`src/rtl/handshake_ram_writer.sv`:
```
// Valid/ready sink that buffers words in a 2-entry skid FIFO and writes them
// to consecutive RAM addresses from 0, raising done after DEPTH commits.
module handshake_ram_writer #(
    parameter int unsigned WIDTH  = 8,
    parameter int unsigned ADDR_W = 8,
    parameter int unsigned DEPTH  = 256
) (
    input  logic              clk,
    input  logic              rst,
    input  logic              en,
    input  logic              clr,
    input  logic              s_valid,
    input  logic [WIDTH-1:0]  s_data,
    output logic              s_ready,
    output logic              mem_we,
    output logic [ADDR_W-1:0] mem_addr,
    output logic [WIDTH-1:0]  mem_wdata,
    input  logic              mem_rdy,
    output logic [ADDR_W:0]   wr_count,
    output logic              done
);

    localparam int unsigned CNT_W = ADDR_W + 1;
    localparam logic [CNT_W-1:0] DEPTH_C = CNT_W'(DEPTH);
    localparam logic [CNT_W-1:0] LAST_C  = CNT_W'(DEPTH - 1);

    logic [WIDTH-1:0] fifo_q [2];
    logic             head_q;
    logic             tail_q;
    logic [1:0]       count_q;
    logic [CNT_W-1:0] acc_cnt_q;
    logic [CNT_W-1:0] wr_count_q;
    logic             done_q;
    logic             push;
    logic             pop;

    // Handshake strobes depend only on flops plus en/clr/rst, never on s_valid.
    assign s_ready = ~rst & en & ~clr & ~done_q & (count_q < 2'd2) & (acc_cnt_q < DEPTH_C);
    assign mem_we  = ~rst & (count_q != 2'd0) & ~done_q & ~clr;

    assign push = s_valid & s_ready;
    assign pop  = mem_we & mem_rdy;

    assign mem_wdata = fifo_q[head_q];
    assign mem_addr  = wr_count_q[ADDR_W-1:0];
    assign wr_count  = wr_count_q;
    assign done      = done_q;

    // FIFO storage, pointers and capture counters; clr restarts without touching storage.
    always_ff @(posedge clk or posedge rst) begin
        if (rst) begin
            fifo_q[0]  <= '0;
            fifo_q[1]  <= '0;
            head_q     <= 1'b0;
            tail_q     <= 1'b0;
            count_q    <= 2'd0;
            acc_cnt_q  <= '0;
            wr_count_q <= '0;
            done_q     <= 1'b0;
        end else if (clr) begin
            head_q     <= 1'b0;
            tail_q     <= 1'b0;
            count_q    <= 2'd0;
            acc_cnt_q  <= '0;
            wr_count_q <= '0;
            done_q     <= 1'b0;
        end else begin
            if (push) begin
                fifo_q[tail_q] <= s_data;
                tail_q         <= ~tail_q;
                acc_cnt_q      <= acc_cnt_q + CNT_W'(1);
            end
            if (pop) begin
                head_q     <= ~head_q;
                wr_count_q <= wr_count_q + CNT_W'(1);
                if (wr_count_q == LAST_C) begin
                    done_q <= 1'b1;
                end
            end
            count_q <= count_q + 2'(push) - 2'(pop);
        end
    end

endmodule
```
`config.mk`:
```
export PLATFORM = sky130hd
export DESIGN_NAME = handshake_ram_writer
export DESIGN_NICKNAME = d
export VERILOG_FILES = /design/src/rtl/handshake_ram_writer.sv
export SDC_FILE = /design/constraint.sdc
export NUM_CORES = 1
export LEC_CHECK = 0
export CAP_MARGIN = 10
export CORE_ASPECT_RATIO = 1.1
export CORE_MARGIN = 2
export CORE_UTILIZATION = 35
export DETAILED_ROUTE_END_ITERATION = 10
export PLACE_DENSITY = 0.68
export REMOVE_ABC_BUFFERS = 1
export SLEW_MARGIN = 10
export SYNTH_ARGS = -nofsm -noshare
export SYNTH_HDL_FRONTEND = slang
export SYNTH_SLANG_ARGS = --single-unit
export TNS_END_PERCENT = 20
```
`constraint.sdc`:
```
create_clock -name clk -period 5.8 [get_ports clk]
set_input_delay 1.16 -clock clk [delete_from_list [all_inputs] [get_ports clk]]
set_output_delay 1.16 -clock clk [all_outputs]
set_load 0.1 [all_outputs]
```
==> results of run 1 <==
[routing by layer]
layer | routed length [um] | track usage, % | vias up
li1 | - | - | 677
met1 | 1700 | 16.7 | 637
met2 | 1680 | 20.4 | 35
met3 | 241 | 5.22 | 5
met4 | 49 | 4.21 | 0
met5 | 0 | 0 | -
[state kept, by name, summed over array words and instances (netlist names)]
name and count:
tail_q 1, fifo_q 16, head_q 1, acc_cnt_q 9, count_q 2, wr_count 9, done 1
[stage by stage]
stage                     setup slack (ns)  instance area, sq um  util [%]  instances  hold slack (ns)
final                                 2.13                  2480      46.0        287            0.502
after global routing                  2.08                  2480      46.0        287            0.517
after detailed placement              2.12                  2390      44.3        280            0.487
after global placement                2.13                  2390      44.3        280            0.484
after floorplan                       1.12                  1880         -        162            0.474
after CTS                             2.11                  2480      46.0        287            0.508
[final cells by class]
type	count	area [sq um]	share of cell area, %
flip-flops and latches	39	976	39.4
inverters	6	22.5	0.908
multi-input cells	117	880	35.5
repair buffers	43	420	17.0
clock buffers	6	82.6	3.33
clock inverters	1	5.00	0.202
well taps	75	93.8	3.78
[layout by cell type (no fill, tap or decap), types with 2 or more instances in the layout]
cell type,n
sky130_fd_sc_hd__nand4_1,6
sky130_fd_sc_hd__clkbuf_8,6
sky130_fd_sc_hd__dfrtp_1,39
sky130_fd_sc_hd__nor4_1,3
sky130_fd_sc_hd__xor2_1,4
sky130_fd_sc_hd__nor3_1,2
sky130_fd_sc_hd__xnor2_1,7
sky130_fd_sc_hd__nor2_1,16
sky130_fd_sc_hd__clkdlybuf4s50_1,39
sky130_fd_sc_hd__a21oi_1,8
sky130_fd_sc_hd__inv_1,6
sky130_fd_sc_hd__o21ai_0,6
sky130_fd_sc_hd__or3_1,3
sky130_fd_sc_hd__o31ai_1,2
sky130_fd_sc_hd__nand3_1,5
sky130_fd_sc_hd__ha_1,5
sky130_fd_sc_hd__mux2_2,24
sky130_fd_sc_hd__and3_1,2
sky130_fd_sc_hd__nand3b_1,3
sky130_fd_sc_hd__buf_4,4
sky130_fd_sc_hd__nand2_1,7
sky130_fd_sc_hd__or4_1,3
[logic make-up (layout without fill, tap and decap cells)]
group	Yosys count	in the layout	synth area share (%)
flops	39	39	49.8
xor+xnor	11	11	4.92
mux	24	24	13.8
fa+ha+maj	5	5	3.19
compound gates	17	17	4.73
buf+inv	19	56	5.24
simple gates	60	60	18.3
[final timing paths]
| check | startpoint | to | slack (ns) |
|---|---|---|---|
| min in group asynchronous | rst | acc_cnt_q[2] | 1.41 |
| hold / removal | fifo_q[11] | fifo_q[11] | 0.50 |
| setup reg to reg | count_q[1] | count_q[1] | 3.83 |
| max in group asynchronous | rst | fifo_q[5] | 3.63 |
| hold reg to reg | fifo_q[11] | fifo_q[11] | 0.50 |
| setup / recovery | clr | s_ready | 2.13 |
[power breakdown]
group          total [mW]  switching (mW)  internal [mW]
combinational       0.213           0.149         0.0645
clock               0.186          0.0924         0.0933
sequential          0.307          0.0118          0.295
[worst reg2reg max path, delay by kind of cell (launching register included)]
| family | cells | cell delay, ns |
|---|---|---|
| AND/OR/NAND/NOR | 3 | 0.58 |
| adder cells (fa/ha/maj) | 2 | 0.47 |
| flip-flops | 1 | 0.45 |
| buffers and inverters | 1 | 0.05 |
| XOR/XNOR | 2 | 0.30 |
==> flow_summary.ini, run 1 <==
[routing]
router_iterations_before_antenna_repair = 4
route.detailed.vias_per_inst = 4.72
detail-route-antenna-nets = 0
totalWireLength_mm = 3.67
average_wire_per_cell_in_the_routed_design_um = 12.8
route.vias.total = 1354
initialDrtViolationCount = 77
drt_drc_violations_left = 0

[flow_run]
cap_viol_max_count = 0

[cts]
numCtsBuffers = 5
clkTransAtPathRegs_ns = 0.07
cts-resized-gates = 0
post_cts_hold_buffer_count = 0
cts_htree_levels = 2
clock_sinks = 39
post_cts_buffers = 0
cts_max_path_buffers = 2
cts_tree = done
cts_root_buffer = sky130_fd_sc_hd__clkbuf_8
insertion_delay_ns = 0.29

[sta]
max_freq_ghz = 0.272
setup_violations = 0
clock_skew_ns = 0.0115
final.setup.tns_ns = 0
finalCritPeriodShare_pct = 63.4
headroom_to_the_max_slew_limit_pct = 33.7
worstMarginPinSlew_ns = 0.991
timing.final.hold_violations = 0
drv_slew = 0
rsz0062_at_grt = false
finalCriticalPeriod_ns = 3.67

[worst_setup_path]
cp_num_cells = 5
crit_path_frequent_cell = sky130_fd_sc_hd__buf_4
cpMaxStageDelayCell = sky130_fd_sc_hd__clkdlybuf4s50_1
length_in_cells_of_the_worst_reg_to_reg_path = 8
crit_path_start_kind = input pin
cp_peak_stage_delay_ns = 0.40
worst-path-buf-inv = 3
crit_type = input pin to output pin
path_max_fanout = 27
crit_required_ns = 4.64
crit_chain = clkdlybuf4s50_1 -> buf_4 -> nor3_4 -> and2_2 -> buf_4
critical-path-top-delay-family = buffers and inverters
arrival_time_reported_for_the_critical_path_endpoint_ns = 2.51
setup.worst_path.end_class = output pin

[global_route]
grt_pass1_wl_mm = 6.22
grt.overflow.total = 0
global_route_total_usage_across_every_layer_pct = 13.1
grt_antenna_before_repair = 0
first_global_vias = 1360
grt_start_max_net_pins = 28

[pwr]
vdd.ir_drop.worst_mv = 0.213
leakage_nw = 1.03
total_power_uw = 706
power_per_cell_area_nw_per_um2 = 285

[cells_and_area]
fillers = 520
areaGrowthSynthToFinish_pct = 26.6
layout-drive-gt1-share_pct = 19.8
antenna-diode-count = 0
num-nets-final = 231

[logic_synthesis]
synth_top_area_cell = sky130_fd_sc_hd__dfrtp_1
postSynth.asyncResetShare_pct = 100
synth_seq_cells = 39
post_synth_instance_area_sq_um = 1960
post_synth_num_cell_types = 34
synth.area.top_cells = sky130_fd_sc_hd__dfrtp_1 50%, sky130_fd_sc_hd__mux2_2 14%, sky130_fd_sc_hd__ha_1 3.2%
post_synth_inst_count = 175
synth_area_per_cell_sq_um = 11.2
synth_top_flop_cell = sky130_fd_sc_hd__dfrtp_1
synthDominantCellAreaShare_pct = 49.8
number_of_enable_type_register_cells_in_the_synthesized_netlist = 0
synth.yosys.warnings = 0
yosys-top-cells-count = 39 x sky130_fd_sc_hd__dfrtp_1, 24 x sky130_fd_sc_hd__mux2_2, 16 x sky130_fd_sc_hd__nor2_1
synth.yosys.seq_area_share_pct = 49.8
synth_most_common_cell = sky130_fd_sc_hd__dfrtp_1

[floorplanning]
dieWidth_um = 75.3
floorplan.initialDensity_pct = 36.3
die-height_um = 82.5
total_number_of_placement_rows = 28
io_pins = 42
core_area_sq_um = 5400
design.die.area_sq_um = 6210

[min_path]
worst_hold_path.num_cells = 1
worstHoldPathType = register to register

[place]
dp_hpwl_mm = 2.69
place.gp.congestion = 0.799
io_buffers = 41

[status]
run_status = complete, no violations
No activity file was read; power rests on OpenSTA's default activity.
==> run 2: changes to the inputs <==
--- a/config.mk
+++ b/config.mk
@@ -10,7 +10,7 @@
 export CORE_MARGIN = 2
 export CORE_UTILIZATION = 35
 export DETAILED_ROUTE_END_ITERATION = 10
-export PLACE_DENSITY = 0.68
+export PLACE_DENSITY = 0.7
 export REMOVE_ABC_BUFFERS = 1
 export SLEW_MARGIN = 10
 export SYNTH_ARGS = -nofsm -noshare
==> constraint.sdc (replaced) <==
create_clock -name clk -period 2.95 [get_ports clk]
set_input_delay 0.59 -clock clk [delete_from_list [all_inputs] [get_ports clk]]
set_output_delay 0.59 -clock clk [all_outputs]
set_load 0.1 [all_outputs]
==> flow_summary.ini, run 2 (same netlist as run 1, synthesis figures left out) <==
[status]
run_status = complete, no violations

[sta]
headroom_to_the_max_slew_limit_pct = 67.9
finalCritPeriodShare_pct = 88.5
finalCriticalPeriod_ns = 2.61
timing.final.hold_violations = 0
final.setup.tns_ns = 0
max_freq_ghz = 0.383
clock_skew_ns = 0.00450
setup_ws_ns = 0.340
setup_violations = 0
fin_worst_hold_slack_ns = 0.502
drv_slew = 0
rsz0062_at_grt = false
worstMarginPinSlew_ns = 0.481

[place]
io_buffers = 41
dp_hpwl_mm = 2.73
place.gp.congestion = 0.788
pre_cts_slack_ns = 0.329

[worst_setup_path]
arrival_time_reported_for_the_critical_path_endpoint_ns = 2.02
rrSetupSlack_ns = 0.99
cp_peak_stage_delay_ns = 0.59
r2r_start = count_q[1]
path_max_fanout = 8
crit_path_start_kind = input pin
length_in_cells_of_the_worst_reg_to_reg_path = 8
crit_type = input pin to output pin
cpMaxStageDelayCell = sky130_fd_sc_hd__clkdlybuf4s50_1
crit_required_ns = 2.36
regToRegEndpoint = count_q[1]
crit_chain = clkdlybuf4s50_1 -> buf_4 -> nor3_1 -> buf_12
setup.worst_path.end_class = output pin

[routing]
detail-route-antenna-nets = 0
average_wire_per_cell_in_the_routed_design_um = 12.8
totalWireLength_mm = 3.72
route.detailed.vias_per_inst = 4.87
initialDrtViolationCount = 104
router_iterations_before_antenna_repair = 4
drt_drc_violations_left = 0
route.vias.total = 1411

[cts]
insertion_delay_ns = 0.29
cts_root_buffer = sky130_fd_sc_hd__clkbuf_8
post_cts_buffers = 0
cts_htree_levels = 2
cts-resized-gates = 0
clock_sinks = 39
cts_tree = done
cts_max_path_buffers = 2
post_cts_hold_buffer_count = 0
clkTransAtPathRegs_ns = 0.08
numCtsBuffers = 5

[cells_and_area]
mostFrequentLayoutCell = sky130_fd_sc_hd__dfrtp_1
num-nets-final = 233
antenna-diode-count = 0
mostFrequentLayoutCells = 39 x sky130_fd_sc_hd__dfrtp_1, 30 x sky130_fd_sc_hd__buf_4, 24 x sky130_fd_sc_hd__mux2_2
final_util_pct = 45.5
layout-drive-gt1-share_pct = 32.6
areaGrowthSynthToFinish_pct = 25.2
fillers = 518
largest-register = fifo_q
number_of_flip_flops_in_the_largest_register = 16

[pwr]
vdd.ir_drop.worst_mv = 0.435
power_per_cell_area_nw_per_um2 = 559
leakage_nw = 1.08
total_power_mw = 1.37

[global_route]
grt_pass1_wl_mm = 6.47
global_route_total_usage_across_every_layer_pct = 13.8
grt_start_max_net_pins = 40
first_global_vias = 1389
grt.overflow.total = 0
grt_antenna_before_repair = 0

[min_path]
worst_hold_path.num_cells = 1
worstHoldStart = fifo_q[3]
worstHoldPathType = register to register
timing.hold.worst_endpoint = fifo_q[3]

[floorplanning]
design.die.area_sq_um = 6210
core_area_sq_um = 5400
floorplan.initialDensity_pct = 36.3
io_pins = 42
dieWidth_um = 75.3
die-height_um = 82.5
total_number_of_placement_rows = 28

[flow_run]
cap_viol_max_count = 0
==> run 2: cell count changes in the layout (fill, tap and decap cells not counted), sizes merged <==
cell           previous run  this run
clkinvlp                  0         1
buf                       4        32
clkdlybuf4s50            39        13
==> run 2: stage by stage <==
| stage | area, sq um | cells |
|---|---|---|
| floorplan | 1880 | 162 |
| global placement | 2370 | 282 |
| detailed placement | 2370 | 282 |
| CTS | 2450 | 290 |
| global route | 2450 | 290 |
| finish | 2450 | 290 |
==> run 2: worst max-delay path: cells and delay by family <==
family,cells,cell delay (ns)
buffers and inverters,3,1.07
and+or+nand+nor,1,0.35
==> run 2: cell type report <==
class | count | area (sq um) | area share [%]
clock buffers | 6 | 72.6 | 2.96
clock inverters | 2 | 12.5 | 0.510
multi-input cells | 117 | 880 | 35.9
well taps | 75 | 93.8 | 3.83
flip-flops and latches | 39 | 976 | 39.8
inverters | 6 | 22.5 | 0.918
repair buffers | 45 | 395 | 16.1
==> run 2: routing by layer <==
metal | vias to the layer above | track usage (%) | wire (um)
met5 | - | 0 | 0
met4 | 0 | 5.26 | 65
met3 | 6 | 4.98 | 255
met2 | 39 | 20.5 | 1690
met1 | 682 | 18.4 | 1710
li1 | 684 | - | -
==> run 2: report_power, final <==
group	total, mW	internal, mW	leakage [nW]	switching [mW]
Combinational	0.412	0.120	0.518	0.292
Clock	0.356	0.165	0.0412	0.191
Sequential	0.603	0.580	0.524	0.0231
Total	1.37	0.865	1.08	0.506
==> run 2: worst max-delay path by stage <==
stage | start | to | cells after the start | slack (ns)
3_3_place_gp | clr | mem_we | 4 | 0.33
6_report | clr | mem_we | 4 | 0.34
4_1_cts | clr | mem_we | 4 | 0.33
2_1_floorplan | done | mem_we | 2 | -0.93
3_5_place_dp | clr | mem_we | 4 | 0.33
5_1_grt | clr | mem_we | 4 | 0.25
==> run 3: changes to the inputs <==
--- a/config.mk
+++ b/config.mk
@@ -5,12 +5,13 @@
 export SDC_FILE = /design/constraint.sdc
 export NUM_CORES = 1
 export LEC_CHECK = 0
+export ABC_AREA = 1
 export CAP_MARGIN = 10
 export CORE_ASPECT_RATIO = 1.1
 export CORE_MARGIN = 2
 export CORE_UTILIZATION = 35
 export DETAILED_ROUTE_END_ITERATION = 10
-export PLACE_DENSITY = 0.7
+export PLACE_DENSITY = 0.69
 export REMOVE_ABC_BUFFERS = 1
 export SLEW_MARGIN = 10
 export SYNTH_ARGS = -nofsm -noshare
==> flow_summary.ini, run 3 <==
[status]
run_status = complete, no violations

[logic_synthesis]
synth_seq_cells = 39
synth_top_flop_cell = sky130_fd_sc_hd__dfrtp_1
number_of_enable_type_register_cells_in_the_synthesized_netlist = 0
synthesized_area_fraction_occupied_by_ao_oa_aoi_and_oai_cells_pct = 8.27
synth_most_common_cell = sky130_fd_sc_hd__nand2_1
yosys-top-cells-count = 74 x sky130_fd_sc_hd__nand2_1, 39 x sky130_fd_sc_hd__dfrtp_1, 31 x sky130_fd_sc_hd__inv_1
post_synth_inst_count = 258
synth.yosys.warnings = 0
synthDominantCellAreaShare_pct = 45.4
postSynth.asyncResetShare_pct = 100
post_synth_instance_area_sq_um = 2150
synth.area.top_cells = sky130_fd_sc_hd__dfrtp_1 45%, sky130_fd_sc_hd__nand2_1 13%, sky130_fd_sc_hd__inv_1 5.4%
synth_top_area_cell = sky130_fd_sc_hd__dfrtp_1
synth.yosys.seq_area_share_pct = 45.4
post_synth_num_cell_types = 27
synthMuxAreaShare_pct = 4.19
synth_xor_xnor_area_share_pct = 1.63
synthAdderAreaFrac_pct = 2.91
synth_area_per_cell_sq_um = 8.33
largest_family_of_logic_cells_by_synthesized_area = simple AND/OR/NAND/NOR gates
yosys.area_share.simple_pct = 26.8

[min_path]
worstHoldPathType = register to register
timing.hold.worst_endpoint = fifo_q[0]
worstHoldStart = fifo_q[0]
worst_hold_path.num_cells = 2

[place]
pre_cts_slack_ns = 0.451
place.gp.congestion = 0.808
dpl-instance-area_sq_um = 2550
dp_hpwl_mm = 3.10
io_buffers = 41

[global_route]
grt_start_max_net_pins = 24
grt_antenna_before_repair = 0
global_route_total_usage_across_every_layer_pct = 13.5
grt.overflow.total = 0
grt_pass1_wl_mm = 7.40
first_global_vias = 1681

[routing]
router_iterations_before_antenna_repair = 4
drt_drc_violations_left = 0
detail-route-antenna-nets = 0
route.vias.total = 1747
initialDrtViolationCount = 66
route.detailed.vias_per_inst = 4.67
totalWireLength_mm = 4.18
average_wire_per_cell_in_the_routed_design_um = 11.2

[cells_and_area]
antenna-diode-count = 0
finish.instance_area_sq_um = 2640
number_of_flip_flops_in_the_largest_register = 16
mostFrequentLayoutCell = sky130_fd_sc_hd__nand2_1
mostFrequentLayoutCells = 74 x sky130_fd_sc_hd__nand2_1, 39 x sky130_fd_sc_hd__dfrtp_1, 31 x sky130_fd_sc_hd__inv_1
fillers = 576
num-nets-final = 315
layout-drive-gt1-share_pct = 22.6
largest-register = fifo_q
areaGrowthSynthToFinish_pct = 22.9

[cts]
cts_root_buffer = sky130_fd_sc_hd__clkbuf_8
cts-resized-gates = 0
clkTransAtPathRegs_ns = 0.07
clock_sinks = 39
post_cts_hold_buffer_count = 0
numCtsBuffers = 5
cts_tree = done
cts_max_path_buffers = 2
insertion_delay_ns = 0.29
post_cts_buffers = 0
cts_htree_levels = 2

[worst_setup_path]
arrival_time_reported_for_the_critical_path_endpoint_ns = 1.73
crit_path_start_kind = input pin
path_max_fanout = 3
crit_required_ns = 2.36
rrSetupSlack_ns = 1.11
crit_type = input pin to output pin
crit_chain = clkdlybuf4s50_1 -> nor2_1 -> nand2_1 -> nor2_1 -> buf_12
r2r_start = done
regToRegEndpoint = count_q[1]
crit_path_frequent_cell = sky130_fd_sc_hd__nor2_1
length_in_cells_of_the_worst_reg_to_reg_path = 9
cp_peak_stage_delay_ns = 0.45
cpMaxStageDelayCell = sky130_fd_sc_hd__clkdlybuf4s50_1
setup.worst_path.end_class = output pin

[sta]
setup_violations = 0
timing.final.hold_violations = 0
setup_ws_ns = 0.633
rsz0062_at_grt = false
finalCritPeriodShare_pct = 78.5
max_freq_ghz = 0.432
fin_worst_hold_slack_ns = 0.480
drv_slew = 0
finalCriticalPeriod_ns = 2.32
worstMarginPinSlew_ns = 0.700
clock_skew_ns = 0.00757
headroom_to_the_max_slew_limit_pct = 53.3

[pwr]
power_per_cell_area_nw_per_um2 = 631
power_switching_share_pct = 43.4
netSwitchingPower_uw = 724
p_seq_share_pct = 38.7
vdd.ir_drop.worst_mv = 0.437
leakage_nw = 1.35
clock_power_share_pct = 22.7
intPower_uw = 942
comb_power_share_pct = 38.6

[floorplanning]
dieWidth_um = 78.7
design.die.area_sq_um = 6790
io_pins = 42
core_area_sq_um = 5840
floorplan.initialDensity_pct = 36.8
total_number_of_placement_rows = 29
die-height_um = 86.2

[flow_run]
cap_viol_max_count = 0
==> run 3: cell count changes after synthesis, moves of 4 or more <==
cell	previous run	this run
sky130_fd_sc_hd__o21ai_1	0	5
sky130_fd_sc_hd__inv_1	6	31
sky130_fd_sc_hd__nand2_1	7	74
sky130_fd_sc_hd__mux2_2	24	8
sky130_fd_sc_hd__nand3_1	5	13
sky130_fd_sc_hd__xnor2_1	7	1
sky130_fd_sc_hd__o21ai_2	0	8
sky130_fd_sc_hd__nor2_1	16	20
sky130_fd_sc_hd__a21oi_1	8	3
==> run 3: through the flow <==
stage	power (mW)	std cells	util, %	TNS, ns
2_1_floorplan	1.16	243	-	-1.03
3_3_place_gp	1.30	366	43.6	0
3_5_place_dp	1.30	366	43.6	0
4_1_cts	1.69	374	45.2	0
5_1_grt	1.74	374	45.2	0
6_report	1.67	374	45.2	0
==> run 3: layer usage <==
metal | vias to the layer above | share of wire, % | track usage [%]
met4 | 0 | 1.2 | 4.63
met5 | - | 0 | 0
li1 | 894 | - | -
met3 | 4 | 5.0 | 3.44
met2 | 40 | 47 | 22.0
met1 | 809 | 47 | 17.7
==> run 3: worst max-delay path, delay by kind of cell <==
kind,cells,cell delay (ns)
buf+inv,2,0.66
simple gates,3,0.47
==> run 3: how the worst max path moves through the flow <==
stage	to	from	cells past startpoint
2_1_floorplan	count_q[1]	done	9
5_1_grt	s_ready	rst	5
4_1_cts	s_ready	rst	5
6_report	s_ready	rst	5
3_3_place_gp	count_q[1]	rst	10
3_5_place_dp	count_q[1]	rst	10
==> run 3: cell type report <==
| type | count | area (sq um) | area share [%] |
|---|---|---|---|
| inverters | 31 | 116 | 4.41 |
| clock buffers | 7 | 86.3 | 3.27 |
| repair buffers | 46 | 415 | 15.7 |
| flip-flops and latches | 39 | 976 | 36.9 |
| clock inverters | 1 | 8.76 | 0.332 |
| multi-input cells | 173 | 942 | 35.7 |
| well taps | 77 | 96.3 | 3.65 |
==> run 3: power by group through the flow <==
stage	Combinational, mW	Sequential, mW	Clock [mW]
2_1_floorplan	0.439	0.724	0
5_1_grt	0.671	0.657	0.413
3_5_place_dp	0.647	0.656	0
3_3_place_gp	0.645	0.652	0
6_report	0.643	0.645	0.378
4_1_cts	0.649	0.645	0.393
==> run 3: kinds of logic (layout without fill, tap and decap cells) <==
group / after synthesis / after routing
muxes: 8 / 8
buffers and inverters: 46 / 85
and+or+nand+nor: 128 / 128
xor gates and xnor gates: 4 / 4
AOI/OAI and AO/OA: 28 / 28
adders and majority gates: 5 / 5
DFF: 39 / 39
